`config.mk`:
```
export PLATFORM = sky130hd
export DESIGN_NAME = shift_accumulator
export DESIGN_NICKNAME = d
export VERILOG_FILES = /design/src/rtl/shift_accumulator.sv
export SDC_FILE = /design/constraint.sdc
export NUM_CORES = 1
export LEC_CHECK = 0
export CORE_UTILIZATION = 30
export DETAILED_ROUTE_END_ITERATION = 12
export GPL_TIMING_DRIVEN = 0
export PLACE_DENSITY_LB_ADDON = 0.3
export REMOVE_ABC_BUFFERS = 1
export SLEW_MARGIN = 40
export SYNTH_ARGS = -nofsm -noshare
export SYNTH_HDL_FRONTEND = slang
export SYNTH_SLANG_ARGS = --single-unit
export TNS_END_PERCENT = 10
```
`constraint.sdc`:
```
create_clock -name clk -period 2.45 [get_ports clk]
set_input_delay 0.245 -clock clk [delete_from_list [all_inputs] [get_ports clk]]
set_output_delay 0.245 -clock clk [all_outputs]
set_load 0.02 [all_outputs]
```
`src/rtl/shift_accumulator.sv`:
```
// Shifted partial-product accumulator; optional result clamping via SHIFT_ACCUMULATOR_SATURATE_EN.
// One term per pp_valid&&pp_ready cycle, done one cycle after the last term; pp_valid gaps stall in ACCUM.
module shift_accumulator #(
  parameter int WIDTH     = 8,
  parameter int NUM_TERMS = 4
) (
  input  logic               clk,
  input  logic               rst_n,
  input  logic               start,
  input  logic               pp_valid,
  input  logic [WIDTH-1:0]   pp_in,
  input  logic [1:0]         shift_cntrl,
  output logic               pp_ready,
  output logic               busy,
  output logic               done,
  output logic [2*WIDTH-1:0] result,
  output logic               overflow
);

  localparam int AW = 2 * WIDTH;
  localparam logic [3:0] LAST_CNT = 4'(NUM_TERMS - 1);

  typedef enum logic [1:0] {
    IDLE  = 2'd0,
    ACCUM = 2'd1,
    DONE  = 2'd2
  } state_t;

  state_t          state_q;
  logic [AW-1:0]   acc_q;
  logic [AW-1:0]   acc_d;
  logic [3:0]      cnt_q;
  logic            ovf_q;
  logic            ovf_d;
  logic [AW-1:0]   term_ext;
  logic [AW-1:0]   term;
  logic [AW:0]     sum;

  always_comb begin
    term_ext = {{WIDTH{1'b0}}, pp_in};
    term     = term_ext;
    case (shift_cntrl)
      2'b01:   term = term_ext << (WIDTH / 2);
      2'b10:   term = term_ext << WIDTH;
      default: term = term_ext;
    endcase
    sum   = {1'b0, acc_q} + {1'b0, term};
    ovf_d = ovf_q | sum[AW];
`ifdef SHIFT_ACCUMULATOR_SATURATE_EN
    // Once any carry has escaped, the result is pinned to all ones for the rest of the operation.
    acc_d = ovf_d ? {AW{1'b1}} : sum[AW-1:0];
`else
    acc_d = sum[AW-1:0];
`endif
  end

  always_ff @(posedge clk or negedge rst_n) begin
    if (!rst_n) begin
      state_q <= IDLE;
      acc_q   <= '0;
      cnt_q   <= '0;
      ovf_q   <= 1'b0;
    end else begin
      case (state_q)
        IDLE, DONE: begin
          if (start) begin
            acc_q   <= '0;
            cnt_q   <= '0;
            ovf_q   <= 1'b0;
            state_q <= ACCUM;
          end else begin
            state_q <= IDLE;
          end
        end
        ACCUM: begin
          if (pp_valid) begin
            acc_q <= acc_d;
            ovf_q <= ovf_d;
            cnt_q <= cnt_q + 4'd1;
            if (cnt_q == LAST_CNT) begin
              state_q <= DONE;
            end
          end
        end
        default: state_q <= IDLE;
      endcase
    end
  end

  assign pp_ready = (state_q == ACCUM);
  assign busy     = (state_q == ACCUM);
  assign done     = (state_q == DONE);
  assign result   = acc_q;
  assign overflow = ovf_q;

endmodule

```
# --- Yosys cells after proc, flatten, opt, wreduce, memory -nomap -nowiden ---
# Index checks and enable logic that the tools add are counted.
op_classes:
  n_eq_ne: 8
  mux: 14
  bitwise_logic: 1
  n_addsub: 2
  n_reduce_logical: 5
op_table:
  columns: ["op", "n"]
  rows:
  - ["one-hot mux 16 bit (2 select lines)", 2]
  - ["2-to-1 mux 16 bit", 2]
  - ["adder 16 x 16 -> 17 bit", 1]
  - ["2-to-1 mux 4 bit", 2]
  - ["one-hot mux 4 bit (2 select lines)", 1]
  - ["adder 4 x 1 -> 4 bit, second input constant", 1]
  - ["== test 2 x 1 -> 1 bit, second input constant", 2]
  - ["== test 2 bit, second input constant", 2]
  - ["== test 4 x 2 -> 1 bit, second input constant", 1]
  - ["2-to-1 mux 2 bit", 2]
  - ["inequality test 2 bit, second input constant", 2]
  - ["one-hot mux 2 bit (2 select lines)", 1]
  - ["2-to-1 mux 1 bit", 3]
  - ["AND reduction 3 bit", 1]
  - ["logical NOT 2 bit", 1]
  - ["inequality test 2 x 1 -> 1 bit, second input constant", 1]
  - ["one-hot mux 1 bit (2 select lines)", 1]
  - ["AND reduction 2 bit", 1]
  - ["nonzero test 2 bit", 1]
  - ["OR reduction 2 bit", 1]
  - ["OR 1 bit", 1]
totals:
  word_cells: 34
  output_inout_bits: 20
  register_bits: 23

# --- Logic depth before layout (Yosys ltp) ---
depth:
  word_depth: 6
  depth_mapped: 13
  depth_no_buf: 12

# --- Worst setup path after synthesis ---
# No wires, ideal clock.
synth_timing:
  kind: "input to register"
  from: "in shift_cntrl[0]"
  to: "reg ovf_q (netlist: overflow)"
  path_stages: 11
  required_ns: 2.384
  t_arrival_ns: 2.630
  path_buffers: 1
  slack_ns: -0.246
  path_cell_list: "inv_1 ha_1 clkbuf_1 nand2_1 fa_1 and2b_1 o211ai_1 a21o_1 o311a_1 nor4_1 o31a_1"
synth_via:
  elab_chain_cells: 6
  elab_cells_between_ends: 7
  classes_between: "add/sub: 1; eq/ne: 2; mux: 3; bitwise: 1"
synth_lines:
  columns: ["item", "line_no", "source"]
  rows:
  - ["start: declaration", "12", "input logic [1:0] shift_cntrl,"]
  - ["== test 2 bit or == test 2 x 1 -> 1 bit (tied branches)", "42", "case (shift_cntrl)"]
  - ["one-hot mux 16 bit (2 select lines) (*)", "42", null]
  - ["adder 16 x 16 -> 17 bit (*)", "47", "sum = {1'b0, acc_q} + {1'b0, term};"]
  - ["OR 1 bit (*)", "48", "ovf_d = ovf_q | sum[AW];"]
  - ["2-to-1 mux 1 bit (*)", "76", "if (pp_valid) begin"]
  - ["one-hot mux 1 bit (2 select lines) (*)", "64", "case (state_q)"]
  - ["end signal: assignment", "78", "ovf_q <= ovf_d;"]
  - ["end: declaration", "33", "logic ovf_q;"]
# Mark *: on every way between the ends. The rest lies on a longest branch, timed or not. The select of a mux whose other input is x is not followed.
# A chain may end at the register's enable or synchronous reset.

# --- Worst setup path in the final report ---
layout_timing:
  from: "in shift_cntrl[0]"
  to: "reg acc_q[12] (netlist: result[12])"
layout_via:
  elab_chain_cells: 5
  elab_cells_between_ends: 6
  classes_between: "add/sub: 1; eq/ne: 2; mux: 3"
layout_lines:
  columns: ["item", "line_no", "source"]
  rows:
  - ["== test 2 bit or == test 2 x 1 -> 1 bit (tied branches)", "42", null]
  - ["one-hot mux 16 bit (2 select lines) (*)", "42", null]
  - ["adder 16 x 16 -> 17 bit (*)", "47", null]
  - ["2-to-1 mux 16 bit (*)", "76", null]
  - ["one-hot mux 16 bit (2 select lines) (*)", "64", null]
  - ["end signal: assignment", "60", "acc_q <= '0;"]
  - ["end signal: assignment", "67", "acc_q <= '0;"]
  - ["end signal: assignment", "77", "acc_q <= acc_d;"]
  - ["end: declaration", "30", "logic [AW-1:0] acc_q;"]
# Marks and branches as above.

==> results by group <==
GRT
  • First-pass GRT wire length: approximately 8000 um
  • Initial antenna violation count: 0
  • Vias in the first global route: 1,635
  • Largest net degree at the start of global routing: 24
  • Grt total ovfl: 0
  • Total global-route track usage: 0.1610

Pwr
  • Combinational share of power: 0.598
  • Clock power frac: 0.115
  • Int Pwr: approximately 1.3 mW
  • PwrDens: slightly above 900 mW/mm2
  • Leakage: 1.041 nW
  • P_sw: about 1.0 mW
  • Sw Share: 0.4524
  • Peak supply drop: between 400 and 500 uV
  • Register share of total power: 0.287

Run status
  • Status: complete, no violations

Floorplanning
  • Die height: around 80 um
  • Number of top-level pins: 34
  • Die W: between 80 and 90 um
  • CORE AREA: ~0.0059 mm2
  • Die area: around 0.0064 mm2
  • Row Count: 28
  • Starting Density: 0.3100

Timing
  • Final Critical Period: around 2.4 ns
  • Final setup violation count: 0
  • Skew final: 0.01019 ns
  • RSZ-0062 raised after global routing: true
  • Fmax: ~410 MHz
  • Worst Tran Pin Value: between 0.7 and 0.8 ns
  • Headroom to the max-slew limit: 0.4753
  • Period utilisation layout: 0.9998
  • Hold Vio Cnt, Final: 0
  • Final Max Slew Viols: 0

Worst setup path
  • R2r setup slk: about 0.040 ns
  • Critical path data arrival time: around 2.6 ns
  • CP Class: input pin to flip-flop
  • Setup crit start kind: input pin
  • Crit end category: flip-flop
  • Required time worst endpoint: between 2 and 3 ns
  • Crit path launch: shift_cntrl[0]
  • Worst R2R Start: result[0]
  • Worst-case reg-to-reg path depth: 10
  • Critical path fanouts, max: 2

Drt
  • Vias/cell: between 5 and 6
  • DRC: 0
  • 1st-iter DRT viols: approximately 120
  • Via count: roughly 1,800
  • Routed wire length: roughly 4800 um
  • Post-DRT Antenna Nets: 0
  • Detailed Routing Iterations Pass 1: 4
  • Average wire per standard cell: around 14 um

Clocking
  • Clk slew on worst S/H paths: about 0.1 ns
  • CTS tree: done
  • Root cell of the clock tree: clkbuf_8
  • Max Root-Sink Buffers: 2
  • Worst skew pair latency: between 0.2 and 0.3 ns
  • # clock sinks: 23
  • Htree depth: 1
  • Num CTS Buffers: 3

Placement
  • Inst Count DP: ~320
  • Placer Congestion: between 0.8 and 0.9
  • Post-DP HPWL: ~3400 um
  • PortBufs: 33

Synth
  • Post-synth EDFFs: 0
  • Post-synth top cells: nand2_1, o21ai_0, dfrtp_1, ha_1, a21oi_1
  • Number of synthesized register bits: 23
  • Yosys warnings: 0
  • Top cell type's share of synthesized area: 0.3136
  • Mapped Area: 0.001836 mm2
  • Count leader, synth: nand2_1
  • Post-synth top area cell: dfrtp_1
  • Top cells by area, synth: dfrtp_1, ha_1, nand2_1
  • Synthesized instance count: around 220
  • Avg Cell Area, Syn: 8.194 um2
  • Main synth FF type: dfrtp_1
  • Ys async rst share: 1.000
  • Synth cell types: 44
  • Sequential cell area fraction in the yosys report: 0.3136

Cells and area
  • FF/Latch Area: ~580 um2
  • Diodes inserted: 0
  • Area of the multi-input gates: between 0.001 and 0.0015 mm2
  • Core Util, Final: 0.4186
  • Final std cells w/o fill: 342
  • Layout fillers: 602
  • Share of layout cells above drive strength 1: 0.1536
  • Synth-to-layout area growth: 35.04%
  • Final net count: a little over 300

Min path
  • Hold Crit Class: input pin to async pin

Run
  • # Max-Cap Violations: 0
## power groups by stage
stage	logic (mW)	clock network (mW)	registers [mW]
2_1_floorplan	0.687	0	0.767
3_3_place_gp	1.25	0	0.658
3_5_place_dp	1.26	0	0.660
4_1_cts	1.34	0.271	0.660
5_1_grt	1.53	0.287	0.681
6_report	1.37	0.264	0.657
## cells in the final DEF (no fill, tap or decap), drive strengths merged, types with 2 or more instances in the layout
master,instances
o211ai,2
clkdlybuf4s50,29
nand3,5
a21o,3
buf,16
dfrtp,23
ha,19
xnor2,4
nor3,5
nand2,35
nor2b,5
nand2b,3
o31ai,2
and2,8
a22oi,4
inv,10
a21oi,17
o21ai,25
o41ai,2
xor2,9
clkbuf,3
nor2,12
nand4,3
a21boi,3
## metal layers
metal,up-vias,track usage,part of all wire
li1,882,-,-
met1,831,0.2350,0.51
met2,33,0.2419,0.45
met3,7,0.01705,0.026
met4,0,0.05893,0.016
met5,-,0,0
## cell type report
class / count / share of cell area
Multi-Input combinational cell: 183 / 0.5159
Timing Repair Buffer: 47 / 0.1782
Tap cell: 75 / 0.03786
Clock inverter: 1 / 0.003029
Inverter: 10 / 0.01615
Sequential cell: 23 / 0.2322
Clock buffer: 3 / 0.01666
## cell families (layout without fill, tap and decap cells)
group / after synthesis / count (layout) / synth area share
AND/OR/NAND/NOR: 81 / 81 / 0.2093
AO/OA/AOI/OAI: 68 / 68 / 0.2284
adder cells (fa/ha/maj): 20 / 20 / 0.1404
XOR/XNOR: 13 / 13 / 0.06203
flip-flops: 23 / 23 / 0.3136
multiplexers: 1 / 1 / 0.005454
buffers and inverters: 18 / 61 / 0.04090
## state kept, by name (all words and copies together), names as in the netlist
name / flops
cnt_q: 4
state_q: 2
result: 16
overflow: 1
## per-stage QoR
| step | hold WS [ns] | area (um2) | TNS (ns) | setup WS, ns | power (mW) |
|---|---|---|---|---|---|
| 2_1_floorplan | -0.05059 | 1798 | -0.7006 | -0.2924 | 1.454 |
| 3_3_place_gp | 0.4820 | 2222 | -9.288 | -1.131 | 1.904 |
| 3_5_place_dp | 0.2694 | 2220 | -9.706 | -1.156 | 1.920 |
| 4_1_cts | 0.4932 | 2404 | 0 | 0.01072 | 2.272 |
| 5_1_grt | 0.5173 | 2479 | -0.1910 | -0.09870 | 2.494 |
| 6_report | 0.4636 | 2479 | 0 | 0.0006006 | 2.293 |
## final timing paths
check | end
max reg2reg | result[12]
min in group clk | state_q[1]
max | result[12]
max in group asynchronous | overflow
min | cnt_q[2]
min reg2reg | state_q[1]
## critical path: stages
cell and delay (ns):
buf_8 0.08, inv_4 0.03, ha_4 0.25, and2_4 0.15, ha_4 0.13, inv_2 0.04, fa_2 0.37, and2b_1 0.22
o211ai_1 0.13, a21o_1 0.20, o311a_1 0.39, buf_4 0.15, xor2_1 0.13, o21ai_1 0.07
## timing repair
action                     CTS  global route
setup endpoints to repair   12            11
pin swaps                    9            11
hold buffers                 1             0
gates resized for setup     24            15
setup buffers                7             6
hold endpoints to repair    23             0
No activity file was read; power rests on OpenSTA's default activity.
